$ cat src/rtl/rca_seq_ctrl.sv
// Nibble-serial add/subtract sequencer around one 4-bit ripple-carry adder cell.
// Latency: start sampled at edge k, S/Cout/ovf registered at edge k+WIDTH/4, done high the cycle after.
// No backpressure: start is only honoured in IDLE; starts seen in RUN/DONE are dropped, not queued.

// 4-bit ripple-carry adder cell: four full adders chained through w_c.
module rca4_cell (
  input  logic [3:0] i_a,
  input  logic [3:0] i_b,
  input  logic       i_ci,
  output logic [3:0] o_s,
  output logic       o_co
);

  logic [4:0] w_c;

  assign w_c[0] = i_ci;

  // One full adder per bit; carry ripples from bit 0 upward.
  for (genvar g = 0; g < 4; g++) begin : g_fa
    assign o_s[g]   = i_a[g] ^ i_b[g] ^ w_c[g];
    assign w_c[g+1] = (i_a[g] & i_b[g]) | (w_c[g] & (i_a[g] ^ i_b[g]));
  end

  assign o_co = w_c[4];

endmodule

module rca_seq_ctrl #(
  parameter int WIDTH = 16
) (
  input  logic             clk,
  input  logic             rst,
  input  logic             start,
  input  logic             sub,
  input  logic [WIDTH-1:0] A,
  input  logic [WIDTH-1:0] B,
  output logic             busy,
  output logic             done,
  output logic [WIDTH-1:0] S,
  output logic             Cout,
  output logic             ovf
);

  localparam int NIB = WIDTH / 4;
  localparam int CW  = (NIB > 1) ? $clog2(NIB) : 1;
  localparam logic [CW-1:0] LAST = CW'(NIB - 1);

  typedef enum logic [1:0] {
    ST_IDLE = 2'd0,
    ST_RUN  = 2'd1,
    ST_DONE = 2'd2
  } state_t;

  state_t           r_state;
  state_t           w_state_nxt;

  logic [WIDTH-1:0] r_a;
  logic [WIDTH-1:0] r_b;
  logic [WIDTH-1:0] r_sum;
  logic             r_carry;
  logic [CW-1:0]    r_cnt;
  logic             r_a_msb;
  logic             r_b_msb;
  logic [WIDTH-1:0] r_s;
  logic             r_cout;
  logic             r_ovf;

  logic [3:0]       w_sum4;
  logic             w_co;
  logic             w_last;
  logic             w_busy;
  logic             w_done;

  // The single adder cell: works on the low nibble of the shifting operand registers.
  rca4_cell u_rca4 (
    .i_a  (r_a[3:0]),
    .i_b  (r_b[3:0]),
    .i_ci (r_carry),
    .o_s  (w_sum4),
    .o_co (w_co)
  );

  assign w_last = (r_cnt == LAST);

  // State register.
  always_ff @(posedge clk or posedge rst) begin
    if (rst) begin
      r_state <= ST_IDLE;
    end else begin
      r_state <= w_state_nxt;
    end
  end

  // Next-state logic: DONE lasts exactly one cycle.
  always_comb begin
    w_state_nxt = r_state;
    case (r_state)
      ST_IDLE: if (start)  w_state_nxt = ST_RUN;
      ST_RUN:  if (w_last) w_state_nxt = ST_DONE;
      ST_DONE:             w_state_nxt = ST_IDLE;
      default:             w_state_nxt = ST_IDLE;
    endcase
  end

  // Handshake outputs decoded from state.
  always_comb begin
    w_busy = 1'b0;
    w_done = 1'b0;
    case (r_state)
      ST_RUN:  w_busy = 1'b1;
      ST_DONE: w_done = 1'b1;
      default: ;
    endcase
  end

  // Datapath: latch operands on start, shift one nibble per RUN cycle, publish on the last.
  always_ff @(posedge clk or posedge rst) begin
    if (rst) begin
      r_a     <= '0;
      r_b     <= '0;
      r_sum   <= '0;
      r_carry <= 1'b0;
      r_cnt   <= '0;
      r_a_msb <= 1'b0;
      r_b_msb <= 1'b0;
      r_s     <= '0;
      r_cout  <= 1'b0;
      r_ovf   <= 1'b0;
    end else if (r_state == ST_IDLE) begin
      if (start) begin
        // Subtraction is A + ~B + 1: invert B here and seed the carry with 1.
        r_a     <= A;
        r_b     <= sub ? ~B : B;
        r_carry <= sub;
        r_cnt   <= '0;
        r_a_msb <= A[WIDTH-1];
        r_b_msb <= sub ? ~B[WIDTH-1] : B[WIDTH-1];
      end
    end else if (r_state == ST_RUN) begin
      r_sum   <= {w_sum4, r_sum[WIDTH-1:4]};
      r_a     <= {4'h0, r_a[WIDTH-1:4]};
      r_b     <= {4'h0, r_b[WIDTH-1:4]};
      r_carry <= w_co;
      r_cnt   <= r_cnt + CW'(1);
      if (w_last) begin
        // Result MSB is bit 3 of the nibble being written right now.
        r_s    <= {w_sum4, r_sum[WIDTH-1:4]};
        r_cout <= w_co;
        r_ovf  <= (r_a_msb == r_b_msb) && (w_sum4[3] != r_a_msb);
      end
    end
  end

  assign busy = w_busy;
  assign done = w_done;
  assign S    = r_s;
  assign Cout = r_cout;
  assign ovf  = r_ovf;

endmodule

$ cat config.mk
export PLATFORM = sky130hd
export DESIGN_NAME = rca_seq_ctrl
export DESIGN_NICKNAME = d
export VERILOG_FILES = /design/src/rtl/rca_seq_ctrl.sv
export SDC_FILE = /design/constraint.sdc
export NUM_CORES = 1
export LEC_CHECK = 0
export ABC_CLOCK_PERIOD_IN_PS = 6150
export CAP_MARGIN = 20
export CORE_AREA = 2 2 78 80
export DETAILED_ROUTE_END_ITERATION = 10
export DIE_AREA = 0 0 80 82
export PLACE_DENSITY_LB_ADDON = 0.08
export SYNTH_ARGS = -nofsm -noshare
export SYNTH_HDL_FRONTEND = slang
export SYNTH_SLANG_ARGS = --single-unit
$ cat constraint.sdc
create_clock -name clk -period 6.15 [get_ports clk]
set_clock_uncertainty 0.1 [all_clocks]
set_input_delay 0.615 -clock clk [delete_from_list [all_inputs] [get_ports clk]]
set_output_delay 0.615 -clock clk [all_outputs]
set_load 0.05 [all_outputs]
==> impl_metrics.env <==
export IMPL_ys_seq_area_frac=0.553
export IMPL_overflow=0
export IMPL_layout_nets=373
export IMPL_start_util=0.544
export IMPL_syn_nets=324
export IMPL_num_rows=28
export IMPL_place_gp_congestion=0.764
export IMPL_max_cap_violations=0
export IMPL_layout_drive_gt1_share=0.113
export IMPL_run_status="finished clean"
export IMPL_placed_cells=396
export IMPL_gr_usage_met3=0.0462
export IMPL_final_core_utilization=0.684
export IMPL_cts_setup_buffers=0
export IMPL_cp_required_ps=5430
export IMPL_fin_ws_ps=2470
export IMPL_drt_total_wl_mm=5.80
export IMPL_cts_root_buf="clkbuf_8"
export IMPL_viasPerCell=5.21
export IMPL_synth_common_cells="nand2_1 (73), dfrtp_1 (69), o21ai_0 (19)"
export IMPL_fmax_mhz=272
export IMPL_syn_area_per_cell_um2=11.0
export IMPL_setup_worst_path_class="reg -> out"
export IMPL_ir_drop_mv=0.256
export IMPL_design_area_um2=3930
export IMPL_clock_sinks=69
export IMPL_clkTransAtPathRegs_ps=70
export IMPL_p_per_area_nw_per_um2=558
export IMPL_tns_ps=0
export IMPL_arrival_ps=2970
export IMPL_htreeDepth=3
export IMPL_synth_cells=283
export IMPL_synth_edff_count=0
export IMPL_cts_tree="yes"
export IMPL_drc=0
export IMPL_grt_max_degree=70
export IMPL_pre_cts_ws_ps=2840
export IMPL_cp_max_fo=18
export IMPL_dpl_instance_area_um2=3660
export IMPL_async_flop_share=1.00
export IMPL_ys_seq_elements=69
export IMPL_syn_area_um2=3120
export IMPL_setup_violations=0
export IMPL_drt_iter0_drc=149
export IMPL_synth_area_leaders="dfrtp_1 (55%), nand2_1 (8.8%), mux2_2 (5.0%), mux2i_1 (3.8%), xor2_1 (3.4%)"
export IMPL_instances_no_fill=412
export IMPL_final_min_clock_period_ps=3680
export IMPL_clockBufferDepth=2
export IMPL_die_h_um=82
export IMPL_grt_use_met2=0.300
export IMPL_yosysTopAreaCell="dfrtp_1"
export IMPL_pin_count=56
export IMPL_portBuffers=55
export IMPL_relSlewSlack=0.377
export IMPL_num_antenna_cells=0
export IMPL_final_antenna_net_count=0
export IMPL_leakagePower_nw=1.82
export IMPL_netlist_area_leader_share=0.553
export IMPL_core_area_um2=5750
export IMPL_synth_flop_cell="dfrtp_1"
export IMPL_antenna_found_initial=0
export IMPL_yosysUniqueCellTypes=33
export IMPL_grt_pass1_wl_mm=9.68
export IMPL_grt_busiest_layer="met2"
export IMPL_slew_viol_final=0
export IMPL_insertion_delay_ps=330
export IMPL_numCtsBuffers=9
export IMPL_cp_end_kind="output port"
export IMPL_holdBufCountCts=0
export IMPL_die_width_um=80
export IMPL_cts_resized=0
export IMPL_die_area_um2=6560
export IMPL_rsz0062_at_grt="no"
export IMPL_worst_pin_slew_ps=933
export IMPL_post_dp_hpwl_mm=3.94
export IMPL_yosysMostFrequentCell="nand2_1"
export IMPL_track_usage=0.195
export IMPL_grt_pass1_vias=2091
export IMPL_finalPower_mw=2.19
export IMPL_first_pass_iters=6
export IMPL_min_path_type="reg -> reg"
export IMPL_fin_hold_ws_ps=381
export IMPL_max_stage_delay_ps=880
export IMPL_grtUsageMet1=0.262
export IMPL_yosys_warnings=0
export IMPL_start_kind="flop"
export IMPL_hold_viol=0
export IMPL_area_growth_pct=25.8
export IMPL_vias=2146
export IMPL_wl_per_cell_um=14.1
export IMPL_path_cells="nand2b_1 -> inv_2 -> clkdlybuf4s50_1"
export IMPL_crit_slowest_cell="clkdlybuf4s50_1"
export IMPL_fin_crit_sh=0.599
-- worst max-delay path: cells and delay by family (launching register included) --
kind | cells | cell delay (ps)
simple gates | 1 | 520
flops | 1 | 820
buf+inv | 2 | 1280
-- cells in the final DEF (no fill, tap or decap), types with 2 or more instances in the layout --
cell	count
nand2_1	73
a21oi_1	2
a221o_1	9
inv_1	8
clkdlybuf4s50_1	55
nand3_1	2
fa_1	4
dfrtp_1	69
mux2i_1	12
mux2_2	14
bufinv_16	4
xor2_1	12
a22o_1	4
nor2_1	9
xnor2_1	4
o21ai_1	4
o21ai_0	19
a22oi_1	6
clkbuf_8	10
inv_2	2
-- logic make-up after synthesis --
kind of cell             synth area share
flip-flops                          0.553
buffers and inverters              0.0501
XOR/XNOR                           0.0449
multiplexers                       0.0889
adder cells (fa/ha/maj)            0.0296
AO/OA/AOI/OAI                       0.105
AND/OR/NAND/NOR                     0.129
-- final cells by class --
class | count | area, um^2
fillers | 475 | 1820
repair buffers | 56 | 558
multi-input cells | 186 | 1240
well taps | 75 | 93.8
clock inverters | 6 | 134
inverters | 10 | 37.5
flip-flops and latches | 69 | 1730
clock buffers | 10 | 138
-- metal layers --
metal	part of all wire	wire length (um)
met5	0	0
met4	0.018	104
met3	0.058	338
met2	0.47	2750
met1	0.45	2600
-- registers in the layout (all words and copies together), names as in the netlist --
| name | cells |
|---|---|
| Cout | 1 |
| S | 16 |
| ovf | 1 |
| r_a | 16 |
| r_a_msb | 1 |
| r_b | 16 |
| r_b_msb | 1 |
| r_carry | 1 |
| r_cnt | 2 |
| r_state | 2 |
| r_sum | 12 |
-- final timing paths --
check / startpoint / to / slack [ps] / cells after the start
max in group asynchronous: rst / r_b[2] / 4650 / 3
min in group asynchronous: rst / S[12] / 740 / 3
hold reg to reg: Cout / Cout / 380 / 2
setup reg to reg: r_a[0] / ovf / 3460 / 9
setup / recovery: r_state[0] / busy / 2470 / 3
hold / removal: Cout / Cout / 380 / 2
-- power breakdown --
group / switching, mW / internal, mW
clock network: 0.167 / 0.321
logic: 0.546 / 0.360
registers: 0.148 / 0.651
total: 0.861 / 1.33
Power figures use the tool's default switching activity.
